--- config.mk ---
export PLATFORM = sky130hd
export DESIGN_NAME = uart_pkt_parser
export DESIGN_NICKNAME = d
export VERILOG_FILES = /design/src/rtl/uart_pkt_parser.sv
export SDC_FILE = /design/constraint.sdc
export NUM_CORES = 1
export LEC_CHECK = 0
export CAP_MARGIN = 20
export CORE_ASPECT_RATIO = 0.75
export CORE_MARGIN = 1.5
export CORE_UTILIZATION = 55
export DETAILED_ROUTE_END_ITERATION = 8
export PLACE_DENSITY_LB_ADDON = 0.1
export SLEW_MARGIN = 20
export SYNTH_ARGS = -nofsm -noshare
export SYNTH_HDL_FRONTEND = slang
export SYNTH_SLANG_ARGS = --single-unit
export TNS_END_PERCENT = 1
--- constraint.sdc ---
create_clock -name i_clk -period 6.9 [get_ports i_clk]
set_input_delay 1.38 -clock i_clk [delete_from_list [all_inputs] [get_ports i_clk]]
set_output_delay 1.38 -clock i_clk [all_outputs]
set_load 0.1 [all_outputs]
--- src/rtl/uart_pkt_parser.sv ---
// uart_pkt_parser: turns a UART byte stream into framed payload packets.
// Frame: SOF, LEN, LEN payload bytes, CHK where CHK = (LEN + sum(payload)) mod 256.
// A good frame is buffered whole and then replayed on a valid/ready/last stream.
// Bad length, bad checksum and inter-byte timeout each raise a one-cycle error pulse.
module uart_pkt_parser #(
  parameter int         MAX_LEN = 16,
  parameter logic [7:0] SOF     = 8'hA5,
  parameter int         TIMEOUT = 50000
) (
  input  logic       i_clk,
  input  logic       i_rst,
  input  logic [7:0] i_s_data,
  input  logic       i_s_valid,
  output logic       o_s_ready,
  output logic [7:0] o_m_data,
  output logic       o_m_valid,
  output logic       o_m_last,
  input  logic       i_m_ready,
  output logic       o_err_len,
  output logic       o_err_chk,
  output logic       o_err_tout
);

  localparam int LW = $clog2(MAX_LEN + 1);
  localparam int AW = (MAX_LEN > 1) ? $clog2(MAX_LEN) : 1;
  localparam int TW = $clog2(TIMEOUT);
  localparam logic [AW-1:0] BUF_HEAD = '0;

  typedef enum logic [2:0] {
    S_IDLE,
    S_LEN,
    S_PAYLOAD,
    S_CHK,
    S_SEND
  } state_t;

  state_t        r_state;
  logic [7:0]    r_buf [MAX_LEN];
  logic [LW-1:0] r_len;
  logic [LW-1:0] r_wr_idx;
  logic [LW-1:0] r_rd_idx;
  logic [7:0]    r_sum;
  logic [TW-1:0] r_tout_cnt;

  logic          r_s_ready;
  logic          r_m_valid;
  logic          r_m_last;
  logic [7:0]    r_m_data;
  logic          r_err_len;
  logic          r_err_chk;
  logic          r_err_tout;

  logic          w_accept;
  logic          w_in_frame;
  logic          w_len_ok;
  logic          w_wr_last;
  logic          w_tout_fire;
  logic [LW-1:0] w_rd_next;

  assign w_accept    = i_s_valid & r_s_ready;
  assign w_in_frame  = (r_state == S_LEN) || (r_state == S_PAYLOAD) || (r_state == S_CHK);
  assign w_len_ok    = (i_s_data != 8'd0) && (i_s_data <= 8'(MAX_LEN));
  assign w_wr_last   = (r_wr_idx == r_len - LW'(1));
  assign w_rd_next   = r_rd_idx + LW'(1);
  // A byte arriving in the same cycle the gap limit is reached wins over the timeout.
  assign w_tout_fire = w_in_frame && !w_accept && (r_tout_cnt == TW'(TIMEOUT - 1));

  assign o_s_ready  = r_s_ready;
  assign o_m_data   = r_m_data;
  assign o_m_valid  = r_m_valid;
  assign o_m_last   = r_m_last;
  assign o_err_len  = r_err_len;
  assign o_err_chk  = r_err_chk;
  assign o_err_tout = r_err_tout;

  // Payload capture into the frame buffer.
  // NOTE: the buffer has no reset; every slot is written before it can be read, and a
  // reset on a memory array would block RAM inference and cost a clear path for nothing.
  always_ff @(posedge i_clk) begin
    if ((r_state == S_PAYLOAD) && w_accept) begin
      r_buf[r_wr_idx[AW-1:0]] <= i_s_data;
    end
  end

  // Inter-byte gap counter: runs only while a frame is being received.
  // NOTE: state is updated with non-blocking assignments so every register samples
  // pre-edge values; blocking assignments here would make results depend on block order.
  always_ff @(posedge i_clk) begin
    if (i_rst || !w_in_frame || w_accept || w_tout_fire) begin
      r_tout_cnt <= '0;
    end else begin
      r_tout_cnt <= r_tout_cnt + TW'(1);
    end
  end

  // Frame parser / replay FSM with registered stream and error outputs.
  always_ff @(posedge i_clk) begin
    if (i_rst) begin
      r_state    <= S_IDLE;
      r_s_ready  <= 1'b1;
      r_m_valid  <= 1'b0;
      r_m_last   <= 1'b0;
      r_m_data   <= 8'd0;
      r_err_len  <= 1'b0;
      r_err_chk  <= 1'b0;
      r_err_tout <= 1'b0;
      r_len      <= '0;
      r_wr_idx   <= '0;
      r_rd_idx   <= '0;
      r_sum      <= 8'd0;
    end else begin
      r_err_len  <= 1'b0;
      r_err_chk  <= 1'b0;
      r_err_tout <= 1'b0;

      case (r_state)
        S_IDLE: begin
          if (w_accept && (i_s_data == SOF)) begin
            r_state <= S_LEN;
          end
        end

        S_LEN: begin
          if (w_accept) begin
            if (w_len_ok) begin
              r_len    <= LW'(i_s_data);
              r_sum    <= i_s_data;
              r_wr_idx <= '0;
              r_state  <= S_PAYLOAD;
            end else begin
              r_err_len <= 1'b1;
              r_state   <= S_IDLE;
            end
          end else if (w_tout_fire) begin
            r_err_tout <= 1'b1;
            r_state    <= S_IDLE;
          end
        end

        S_PAYLOAD: begin
          // A byte equal to SOF is plain data here; there is no resynchronisation.
          if (w_accept) begin
            r_sum    <= r_sum + i_s_data;
            r_wr_idx <= r_wr_idx + LW'(1);
            if (w_wr_last) begin
              r_state <= S_CHK;
            end
          end else if (w_tout_fire) begin
            r_err_tout <= 1'b1;
            r_state    <= S_IDLE;
          end
        end

        S_CHK: begin
          if (w_accept) begin
            if (i_s_data == r_sum) begin
              r_state   <= S_SEND;
              r_s_ready <= 1'b0;
              r_m_valid <= 1'b1;
              r_m_data  <= r_buf[BUF_HEAD];
              r_m_last  <= (r_len == LW'(1));
              r_rd_idx  <= '0;
            end else begin
              r_err_chk <= 1'b1;
              r_state   <= S_IDLE;
            end
          end else if (w_tout_fire) begin
            r_err_tout <= 1'b1;
            r_state    <= S_IDLE;
          end
        end

        S_SEND: begin
          // Data and last only move on a completed transfer, so they hold while stalled.
          if (i_m_ready) begin
            if (r_m_last) begin
              r_state   <= S_IDLE;
              r_m_valid <= 1'b0;
              r_m_last  <= 1'b0;
              r_s_ready <= 1'b1;
            end else begin
              r_rd_idx <= w_rd_next;
              r_m_data <= r_buf[w_rd_next[AW-1:0]];
              r_m_last <= (w_rd_next == r_len - LW'(1));
            end
          end
        end

        default: begin
          r_state   <= S_IDLE;
          r_s_ready <= 1'b1;
          r_m_valid <= 1'b0;
          r_m_last  <= 1'b0;
        end
      endcase
    end
  end

endmodule

==> results of run 1 <==
worst reg2reg max path: cells and delay by family (launching register included):
family,cells,cell delay [ns]
and+or+nand+nor,1,0.39
DFF,1,0.31
adders and majority gates,1,0.96
AOI/OAI and AO/OA,3,1.06
buffers and inverters,1,0.40
routing by layer:
layer | part of all wire, % | track usage, % | up-vias
met3 | 6.4 | 5.84 | 21
met5 | 0 | 0 | -
met2 | 45 | 38.9 | 168
li1 | - | - | 2491
met4 | 1.3 | 7.22 | 0
met1 | 47 | 37.1 | 2651
stage by stage:
| stage | instances | worst slack [ns] |
|---|---|---|
| 2_1_floorplan | 650 | 3.73 |
| 3_3_place_gp | 853 | 2.55 |
| 3_5_place_dp | 853 | 2.44 |
| 4_1_cts | 885 | 2.86 |
| 5_1_grt | 885 | 2.59 |
| 6_report | 885 | 2.77 |
cell type report:
type,count,area (um^2),area share (%)
clock buffer,23,500,5.45
clock inverter,9,85.1,0.926
inverter,11,41.3,0.450
multi-input combinational,424,3020,32.9
sequential,184,4960,54.1
tap,200,250,2.72
timing repair buffer,34,318,3.46
cells in the final DEF, fill, tap and decap left out, types with 3 or more instances in the layout:
cell,count
a22oi_1,7
ha_1,15
mux2i_1,28
nor2_1,62
nand3_1,26
xor2_1,17
nand2b_1,6
and2_1,5
mux4_2,18
clkinvlp_4,3
xnor2_1,17
inv_1,11
or3_1,6
a21oi_1,21
nor3_1,14
a211oi_1,11
clkbuf_1,3
edfxtp_1,128
and3_1,7
a21o_1,3
dfxtp_1,56
o31ai_1,10
a41oi_1,9
o21ai_0,11
clkdlybuf4s50_1,25
buf_4,9
a311oi_1,7
nand2_1,69
nor2b_1,3
nand4_1,8
nor4_1,4
clkbuf_16,19
registers in the layout, summed over array words and instances (netlist names):
signal,flops
o_err_chk,1
o_err_len,1
o_err_tout,1
o_m_data,8
o_m_last,1
o_m_valid,1
o_s_ready,1
r_buf,128
r_len,5
r_rd_idx,5
r_state,3
r_sum,8
r_tout_cnt,16
r_wr_idx,5
logic make-up after synthesis:
logic type      synth area share, %
simple gates                   13.6
flops                          60.7
compound gates                 8.12
mux                            8.38
buf+inv                        2.68
xor+xnor                       3.95
fa+ha+maj                      2.54
power groups by stage:
stage               sequential, uW  clock (uW)  combinational (uW)
global route                  1180        1010                47.7
CTS                           1180         965                43.6
global placement              1200           0                42.0
detailed placement            1200           0                43.6
floorplan                     1200           0                15.3
finish                        1180         953                44.2
worst max-delay path by stage:
stage | start | to | depth (start not counted) | slack (ns)
detailed placement | i_s_data[2] | r_sum[2] | 6 | 2.44
global placement | i_s_data[2] | r_rd_idx[1] | 7 | 2.55
global route | i_s_data[1] | r_sum[0] | 6 | 2.59
finish | i_s_data[2] | r_sum[0] | 6 | 2.77
CTS | i_s_data[2] | r_sum[0] | 6 | 2.86
floorplan | i_s_valid | r_buf[3][0] | 5 | 3.73
==> results.py, run 1 <==
metrics = {
    "outcome": {
        "status": "completed",
    },
    "sta": {
        "maxSlewHeadroom_pct": 28.2,
        "rsz0062_at_grt": "false",
        "fin_crit_ns": 4.13,
        "worst_clock_skew_ns": 0.0125,
        "tightest_slew_ns": 1.08,
        "fin_hold_ws_ns": 0.448,
        "fin_tns_setup_ns": 0,
        "setup_viol": 0,
        "finalCritPeriodShare_pct": 59.9,
        "hold_violations": 0,
        "final-max-slew-violation-count": 0,
        "fmax_mhz": 242,
    },
    "worst_setup_path": {
        "reg2reg_slack_ns": 3.71,
        "crit_path_start_kind": "input pin",
        "rr_worst_depth": 6,
        "critPathTopFamily": "compound AO/OA/AOI/OAI gates",
        "worstPathRequired_ns": 7.23,
        "reg2reg_to": "o_m_data[1]",
        "cp-end-kind": "flop",
        "path_class": "input pin to flop",
        "critPathBufInv": 1,
        "cp_cell_sequence": "clkdlybuf4s50_1, nor4_1, xor2_1, o31ai_1, a21oi_1, a211oi_1",
        "cp.arrival_ns": 4.46,
        "worst-path-max-fanout": 21,
        "slowest_stage": "clkdlybuf4s50_1",
        "critical-path-max-stage-delay_ns": 0.93,
        "r2r_start": "r_rd_idx[0]",
    },
    "die": {
        "die_h_um": 109,
        "die_area_um2": 15600,
        "ios": 26,
        "num_rows": 38,
        "start_util_pct": 56.4,
        "die_w_um": 144,
        "core-area_um2": 14500,
    },
    "job": {
        "maxCapViolCount": 0,
    },
    "min_path": {
        "hp-start": "r_tout_cnt[0]",
        "holdPathEnd": "r_tout_cnt[0]",
        "hold_class": "flop to flop",
        "hold_path_depth": 1,
    },
    "cts": {
        "cts.path.max_buffers": 2,
        "htreeDepth": 4,
        "clkTransAtPathRegs_ns": 0.06,
        "clkSinkCount": 184,
        "cts.hold.buffers_added": 0,
        "insertion_delay_ns": 0.43,
        "cts_made_buffers": 17,
        "cts_tree": "done",
        "cts_setup_buffers": 0,
        "cts-root-buf": "clkbuf_16",
        "post_cts_resized": 0,
    },
    "final_layout": {
        "final_nets": 700,
        "syn_to_final_growth_pct": 12.3,
        "drive_gt1_share_pct": 9.49,
        "n_antenna_cell": 0,
        "fin_util_pct": 63.3,
        "fin_area_um2": 9180,
        "nFillCells": 1109,
    },
    "pwr": {
        "power_frac_seq_pct": 54.2,
        "p_int_uw": 1740,
        "clockPowerShare_pct": 43.8,
        "power.density_cell_area_nw_per_um2": 237,
        "switching_power_uw": 434,
        "ir_drop_mv": 0.234,
        "switching_share_pct": 20.0,
        "leakagePower_uw": 0.00294,
        "p_comb_share_pct": 2.0,
        "fin_total_pwr_uw": 2180,
    },
    "global_route": {
        "grtUsageTotal_pct": 25.5,
        "first_global_vias": 5137,
        "grt_antenna_before_repair": 0,
        "grt_overflow": 0,
        "grt_pass1_wl_mm": 29.0,
        "grt_start_max_net_pins": 45,
    },
    "synthesis": {
        "yosys_register_bits": 184,
        "synth_cell_types": 62,
        "yosysMostFrequentCell": "edfxtp_1",
        "syn_nets": 678,
        "synth_area_leader_cell": "edfxtp_1",
        "synth_area_leaders": "edfxtp_1 (47%), dfxtp_1 (14%), mux4_2 (5.0%)",
        "yosys.area.top_type_share_pct": 47.0,
        "synth_flop_cell": "edfxtp_1",
        "synth-async-reset-ratio_pct": 0,
        "ys_seq_area_share_pct": 60.7,
        "synth.avg_cell_area_um2": 12.6,
        "yosysWarnings": 0,
        "netlist_instances": 650,
        "synth_common_cells": "edfxtp_1 (128), nand2_1 (69), nor2_1 (62)",
        "synth_area_um2": 8180,
        "synth-edff-count": 128,
    },
    "routing": {
        "drc_errors": 0,
        "viasPerCell": 6.02,
        "detail-route-antenna-nets": 0,
        "vias": 5331,
        "drt_iter0_markers": 408,
        "dr.pass1.iters": 5,
        "drt_wl_total_mm": 18.5,
        "wl_per_cell_um": 20.9,
    },
    "placed_design": {
        "hpwlAfterDp_mm": 12.0,
        "postPlaceCellArea_um2": 8600,
        "routabilityCongestion": 0.847,
        "io_buffers": 25,
    },
}
Note: power is estimated with default switching activity, not from simulation.
==> run 2: changes to the inputs <==
- clock period: 6.9 -> 3.99 ns (I/O delays scaled with it)
==> results.py, run 2 (synthesis results as in run 1) <==
metrics = {
    "outcome": {
        "status": "completed",
    },
    "sta": {
        "tightest_slew_ns": 0.978,
        "rsz0062_at_grt": "false",
        "fin_crit_ns": 3.08,
        "fmax_mhz": 325,
        "finalCritPeriodShare_pct": 77.1,
        "fin_hold_ws_ns": 0.459,
        "fin_tns_setup_ns": 0,
        "final-max-slew-violation-count": 0,
        "setup_viol": 0,
        "worst_clock_skew_ns": 0.00952,
        "hold_violations": 0,
        "maxSlewHeadroom_pct": 34.6,
    },
    "die": {
        "start_util_pct": 56.4,
        "num_rows": 38,
        "die_area_um2": 15600,
        "die_h_um": 109,
        "die_w_um": 144,
        "ios": 26,
        "core-area_um2": 14500,
    },
    "worst_setup_path": {
        "reg2reg_slack_ns": 1.22,
        "worstPathRequired_ns": 4.34,
        "crit_path_start_kind": "input pin",
        "r2r_start": "r_rd_idx[1]",
        "cp-end-kind": "flop",
        "reg2reg_to": "o_m_data[1]",
        "path_class": "input pin to flop",
        "rr_worst_depth": 6,
        "worst-path-max-fanout": 19,
        "cp.arrival_ns": 3.42,
    },
    "min_path": {
        "hp-start": "o_m_valid",
        "holdPathEnd": "o_m_valid",
        "hold_class": "flop to flop",
        "hold_path_depth": 1,
    },
    "final_layout": {
        "final_cell_mix": "edfxtp_1 (128), nand2_1 (69), nor2_1 (62)",
        "syn_to_final_growth_pct": 14.5,
        "largest_reg_flops": 128,
        "final_common_cell": "edfxtp_1",
        "fin_util_pct": 64.6,
        "drive_gt1_share_pct": 12.7,
        "final_nets": 725,
    },
    "routing": {
        "drt_wl_total_mm": 19.0,
        "dr.pass1.iters": 5,
        "drc_errors": 0,
        "drt_iter0_markers": 509,
        "wl_per_cell_um": 20.9,
        "detail-route-antenna-nets": 0,
        "viasPerCell": 6.02,
        "vias": 5487,
    },
    "global_route": {
        "grt_pass1_wl_mm": 29.8,
        "grtUsageTotal_pct": 26.3,
        "first_global_vias": 5349,
        "grt_overflow": 0,
        "grt_antenna_before_repair": 1,
        "grt_start_max_net_pins": 31,
    },
    "cts": {
        "cts_setup_buffers": 0,
        "insertion_delay_ns": 0.44,
        "cts_tree": "done",
        "htreeDepth": 4,
        "cts-root-buf": "clkbuf_16",
        "clkTransAtPathRegs_ns": 0.06,
        "cts_made_buffers": 17,
        "cts.hold.buffers_added": 0,
        "post_cts_resized": 0,
        "clkSinkCount": 184,
        "cts.path.max_buffers": 2,
    },
    "placed_design": {
        "routabilityCongestion": 0.922,
        "io_buffers": 25,
        "hpwlAfterDp_mm": 12.9,
    },
    "pwr": {
        "ir_drop_mv": 0.288,
        "leakagePower_uw": 0.00306,
        "power.density_cell_area_nw_per_um2": 401,
    },
    "job": {
        "maxCapViolCount": 0,
    },
}
run 2: cell count changes in the layout (fill, tap and decap cells not counted), sizes merged:
cell and delta:
clkdlybuf4s50 -1, clkbuf -1, clkinv +3, buf +26
inv -1, clkinvlp -1, diode +1
run 2: where the power goes:
| group | internal [uW] | total (uW) | switching, uW |
|---|---|---|---|
| Sequential | 2040 | 2040 | 0.236 |
| Combinational | 25.5 | 83.3 | 57.9 |
| Clock | 926 | 1630 | 703 |
run 2: worst max-delay path by stage:
stage,cells after the start,to,slack (ns),startpoint
2_1_floorplan,5,r_buf[3][0],1.13,o_s_ready
3_3_place_gp,7,o_m_data[2],0.74,i_s_data[1]
3_5_place_dp,7,o_m_data[2],0.58,i_s_data[1]
4_1_cts,7,o_m_data[2],1.02,i_s_data[1]
5_1_grt,7,o_m_data[4],0.73,i_s_data[1]
6_report,7,o_m_data[2],0.91,i_s_data[1]
run 2: worst max-delay path, stage by stage:
cell	delay, ns
clkdlybuf4s50_1	0.70
ha_1	0.32
nor4_1	0.45
and4_1	0.39
o21ba_2	0.44
nor2_1	0.08
a211oi_1	0.22
run 2: layout make-up:
type,instances,area (um^2)
Multi-Input combinational cell,424,3010
Inverter,11,41.3
Tap cell,200,250
Fill cell,1128,5140
Clock buffer,22,484
Clock inverter,10,92.6
Timing Repair Buffer,59,513
Antenna cell,1,2.50
Sequential cell,184,4960
run 2: metal layers:
| layer | vias up | share of wire [%] | global-route usage (%) |
|---|---|---|---|
| met5 | - | 0 | 0 |
| met4 | 0 | 1.4 | 8.24 |
| met3 | 21 | 8.3 | 5.75 |
| met2 | 206 | 45 | 39.5 |
| met1 | 2725 | 45 | 38.6 |
| li1 | 2535 | - | - |
run 2: stage by stage:
step	instance area [um^2]	setup slack (ns)	total power [uW]	std cells
after floorplan	8180	1.13	2110	650
after global placement	8790	0.739	2160	878
after detailed placement	8790	0.584	2160	878
after CTS	9370	1.02	3770	910
after global routing	9360	0.733	3850	910
final	9360	0.914	3750	911
==> patch 1 (settings of run 1) <==
`TIMEOUT`: 50000 -> 25000.
--- a/src/rtl/uart_pkt_parser.sv
+++ b/src/rtl/uart_pkt_parser.sv
@@ -5,7 +5,7 @@
 module uart_pkt_parser #(
   parameter int         MAX_LEN = 16,
   parameter logic [7:0] SOF     = 8'hA5,
-  parameter int         TIMEOUT = 50000
+  parameter int         TIMEOUT = 25000
 ) (
   input  logic       i_clk,
   input  logic       i_rst,
Check against the original RTL: same outputs for any inputs over 4 cycles, from zero or initial values and one cycle with i_rst high; that may be too few to reach the edited logic, so the function may still have changed.
==> patch 1 against run 1 <==
Hold slack better by 0.0069 ns; wire length is 1.3% higher; via count is 4.5% lower; area after synthesis is 0.64% lower; die area is 0.62% lower; count of clock-buffer cells in the layout is 1 higher; power is 0.82% higher; design area is 0.63% lower; setup slack better by 0.16 ns; first-iteration DRC count is 29% higher; sequential cell count is 1 lower; critical endpoint is now o_m_data[3]; largest cell class unchanged; highest routed layer unchanged.
==> patch 1: results (changes against run 1) <==
\begin{tabular}{lr}
\hline
Metric & Value \\
\hline
\multicolumn{2}{l}{\textbf{Global routing}} \\
Tot GR Track Use & 0.257 (was 0.255) \\
Pin count of the biggest net entering global routing & 42 (was 45) \\
Number of global-route vias before repair & 4806 (was 5137) \\
\multicolumn{2}{l}{\textbf{Place}} \\
Placed cell areas & 8530 um2 (was 8600 um2) \\
Gpl congestion & 0.858 (was 0.847) \\
\multicolumn{2}{l}{\textbf{Status}} \\
Outcome & completed (unchanged) \\
\multicolumn{2}{l}{\textbf{Logic synthesis}} \\
Syn Nets & 613 (was 678) \\
Portion of netlist area occupied by mux cells & 0.118 (was 0.0838) \\
Synth Area in Adders & 0.0256 (was 0.0254) \\
Fraction of the yosys area taken by sequential cells & 0.608 (was 0.607) \\
Leading post-synthesis cells by cell area & sky130\_fd\_sc\_hd\_\_edfxtp\_1, sky130\_fd\_sc\_hd\_\_dfxtp\_1, sky130\_fd\_sc\_hd\_\_mux4\_2, sky130\_fd\_sc\_hd\_\_mux2i\_1, sky130\_fd\_sc\_hd\_\_ha\_1 (was sky130\_fd\_sc\_hd\_\_edfxtp\_1, sky130\_fd\_sc\_hd\_\_dfxtp\_1, sky130\_fd\_sc\_hd\_\_mux4\_2, sky130\_fd\_sc\_hd\_\_mux2i\_1, sky130\_fd\_sc\_hd\_\_nand2\_1) \\
Top post-synthesis cells by count & sky130\_fd\_sc\_hd\_\_edfxtp\_1, sky130\_fd\_sc\_hd\_\_dfxtp\_1, sky130\_fd\_sc\_hd\_\_nor2\_1 (was sky130\_fd\_sc\_hd\_\_edfxtp\_1, sky130\_fd\_sc\_hd\_\_nand2\_1, sky130\_fd\_sc\_hd\_\_nor2\_1) \\
Synth cell types & 63 (was 62) \\
\multicolumn{2}{l}{\textbf{Critical path}} \\
Cell family with the largest share of critical-path delay & simple AND/OR/NAND/NOR gates (was compound AO/OA/AOI/OAI gates) \\
Arrival time reported for the critical path endpoint & 4.31 ns (was 4.46 ns) \\
Critical-path maximum fanout & 19 (was 21) \\
\multicolumn{2}{l}{\textbf{Timing}} \\
Slew HR & 0.340 (was 0.282) \\
Worst Skew & 0.00968 ns (was 0.0125 ns) \\
\multicolumn{2}{l}{\textbf{Power}} \\
Power attributed to the clock group & 979 uW (was 953 uW) \\
Worst vdd ir & 0.206 mV (was 0.234 mV) \\
Seq pwr share & 0.535 (was 0.542) \\
P\_int & 1770 uW (was 1740 uW) \\
PnR Total Power & 2190 uW (was 2180 uW) \\
\multicolumn{2}{l}{\textbf{Layout}} \\
Proportion of layout cells with a drive suffix above 1 & 0.134 (was 0.0949) \\
Count of nets after finishing & 640 (was 700) \\
Filler cells & 1119 (was 1109) \\
\multicolumn{2}{l}{\textbf{Route}} \\
Wire length on met3 & 1620 um (was 1180 um) \\
Number of DRC markers in iteration 0 & 526 (was 408) \\
Sum of routed wire segments on met1 & 8490 um (was 8720 um) \\
Routed wire per std cell & 22.7 um (was 20.9 um) \\
Routed met2 length & 8440 um (was 8370 um) \\
Detail-routed via count per cell & 6.17 (was 6.02) \\
\hline
\end{tabular}
-- patch 1: changes by cell type after synthesis, sizes merged, moves of 8 or more --
cell | before | now
a41oi | 9 | 0
mux4 | 18 | 32
nor2 | 62 | 51
a2111oi | 1 | 9
a211oi | 11 | 2
nand2 | 70 | 29
clkbuf | 19 | 10
nor3 | 16 | 33
-- patch 1: worst paths after layout --
kind                      start             to  slack [ns]  cells after the start
hold reg to reg   r_tout_cnt[0]  r_tout_cnt[0]        0.45                      1
hold / removal    r_tout_cnt[0]  r_tout_cnt[0]        0.45                      1
setup / recovery    i_s_data[5]    o_m_data[3]        2.93                      7
setup reg to reg    r_rd_idx[0]    o_m_data[3]        3.64                      8
-- patch 1: area by class of cell --
type	count	area [um2]	share of cell area
Sequential cell	183	4950	0.542
Multi-Input combinational cell	364	2970	0.325
Clock buffer	24	504	0.0553
Timing Repair Buffer	34	318	0.0348
Tap cell	200	250	0.0274
Clock inverter	8	92.6	0.0101
Inverter	12	45.0	0.00494
==> patch 2 (config.mk and constraints of run 1) <==
Made on the original files. Encoding of `state_t`: now one-hot (5 bits for 5 states).
--- a/src/rtl/uart_pkt_parser.sv
+++ b/src/rtl/uart_pkt_parser.sv
@@ -26,12 +26,12 @@
   localparam int TW = $clog2(TIMEOUT);
   localparam logic [AW-1:0] BUF_HEAD = '0;
 
-  typedef enum logic [2:0] {
-    S_IDLE,
-    S_LEN,
-    S_PAYLOAD,
-    S_CHK,
-    S_SEND
+  typedef enum logic [4:0] {
+    S_IDLE    = 5'b00001,
+    S_LEN     = 5'b00010,
+    S_PAYLOAD = 5'b00100,
+    S_CHK     = 5'b01000,
+    S_SEND    = 5'b10000
   } state_t;
 
   state_t        r_state;
Behaviour: no difference found for any inputs over 4 cycles, from zero or initial values and one cycle with i_rst high; so few cycles prove little.
==> patch 2 against run 1 <==
Sequential cell count is 2 higher; area after synthesis increased by 0.96%; setup slack got worse by 0.050 ns; wire length shrank 6.8%; first-iteration DRC count fell by 2.9%; cell count is 4.6% lower; critical path depth increased by 1; design area down 0.12%; count of clock-buffer cells in the layout fell by 5; critical endpoint is now o_m_data[6]; largest cell class unchanged.
Power is not compared: it rests on default switching activity, and its combinational part moved more than twofold at a synthesized area within 25%.
==> patch 2: results (changes against run 1) <==
\begin{tabular}{lr}
\hline
Metric & Value \\
\hline
\multicolumn{2}{l}{\textbf{Logic synthesis}} \\
Area of the mapped netlist & 8260 um2 (was 8180 um2) \\
Flop and latch count out of synthesis & 186 (was 184) \\
Mean instance size in the synthesized netlist & 13.6 um2 (was 12.6 um2) \\
Leading post-synthesis cells by cell area & sky130\_fd\_sc\_hd\_\_edfxtp\_1, sky130\_fd\_sc\_hd\_\_dfxtp\_1, sky130\_fd\_sc\_hd\_\_mux4\_2, sky130\_fd\_sc\_hd\_\_nor2\_1, sky130\_fd\_sc\_hd\_\_mux4\_1 (was sky130\_fd\_sc\_hd\_\_edfxtp\_1, sky130\_fd\_sc\_hd\_\_dfxtp\_1, sky130\_fd\_sc\_hd\_\_mux4\_2, sky130\_fd\_sc\_hd\_\_mux2i\_1, sky130\_fd\_sc\_hd\_\_nand2\_1) \\
Synth cell types & 61 (was 62) \\
\multicolumn{2}{l}{\textbf{Global routing}} \\
Grt met2 use & 0.342 (was 0.389) \\
Tot GR Track Use & 0.239 (was 0.255) \\
Global-route wire length before repair & 27100 um (was 29000 um) \\
Number of global-route vias before repair & 4735 (was 5137) \\
Pin count of the biggest net entering global routing & 48 (was 45) \\
\multicolumn{2}{l}{\textbf{Route}} \\
Number of DRC markers in iteration 0 & 396 (was 408) \\
Routed met2 length & 7440 um (was 8370 um) \\
Wire length on met3 & 907 um (was 1180 um) \\
DR vias & 4964 (was 5331) \\
Routed wire length & 17300 um (was 18500 um) \\
\multicolumn{2}{l}{\textbf{Status}} \\
Outcome & completed (unchanged) \\
\multicolumn{2}{l}{\textbf{Critical path}} \\
Worst Reg-to-Reg Cells & 5 (was 6) \\
Critical-path maximum fanout & 19 (was 21) \\
Reg-to-reg slack, setup & 3.42 ns (was 3.71 ns) \\
Cell family with the largest share of critical-path delay & buffers and inverters (was compound AO/OA/AOI/OAI gates) \\
End of the worst register-to-register path & r\_buf[11][4] (was o\_m\_data[1]) \\
Arrival time reported for the critical path endpoint & 4.47 ns (was 4.46 ns) \\
\multicolumn{2}{l}{\textbf{Layout}} \\
Layout buffering overhead excluding clock cells & 0.0346 (about the same) \\
Area taken by flip-flops and latches & 5010 um2 (was 4960 um2) \\
Clock network share of area & 0.0585 (was 0.0638) \\
Final cell count without fillers & 844 (was 885) \\
Filler cells & 1135 (was 1109) \\
Total number of multi-input combinational cells & 383 (was 424) \\
Layout-stage area growth over the synthesis result & 11.1\% (was 12.3\%) \\
Count of nets after finishing & 661 (was 700) \\
\multicolumn{2}{l}{\textbf{Place}} \\
Gpl congestion & 0.799 (was 0.847) \\
Worst slack at placement & 2.32 ns (was 2.44 ns) \\
\multicolumn{2}{l}{\textbf{Timing}} \\
Worst-margin pin slew & 1.00 ns (was 1.08 ns) \\
\hline
\end{tabular}
==> patch 2: cell count changes in the layout (fill, tap and decap cells not counted), sizes merged, moves of 10 or more <==
cell	change
nand2	-35
nor2	+19
mux4	+14
nand3	-12
nor3	+11
o31ai	-10
==> patch 2: cell families after synthesis <==
family | Yosys count | synth area share
AO/OA/AOI/OAI | 60 | 0.0480
XOR/XNOR | 43 | 0.0456
adder cells (fa/ha/maj) | 16 | 0.0252
buffers and inverters | 39 | 0.0302
flip-flops | 186 | 0.606
multiplexers | 56 | 0.121
AND/OR/NAND/NOR | 208 | 0.124
==> patch 2: worst max path at each step <==
stage	start	to	slack, ns
2_1_floorplan	i_s_valid	r_buf[1][0]	3.82
3_3_place_gp	i_s_data[2]	r_sum[1]	2.46
3_5_place_dp	i_s_data[0]	r_wr_idx[1]	2.32
4_1_cts	i_s_data[1]	o_m_data[6]	2.79
5_1_grt	i_s_data[1]	o_m_data[6]	2.56
6_report	i_s_data[5]	o_m_data[6]	2.72
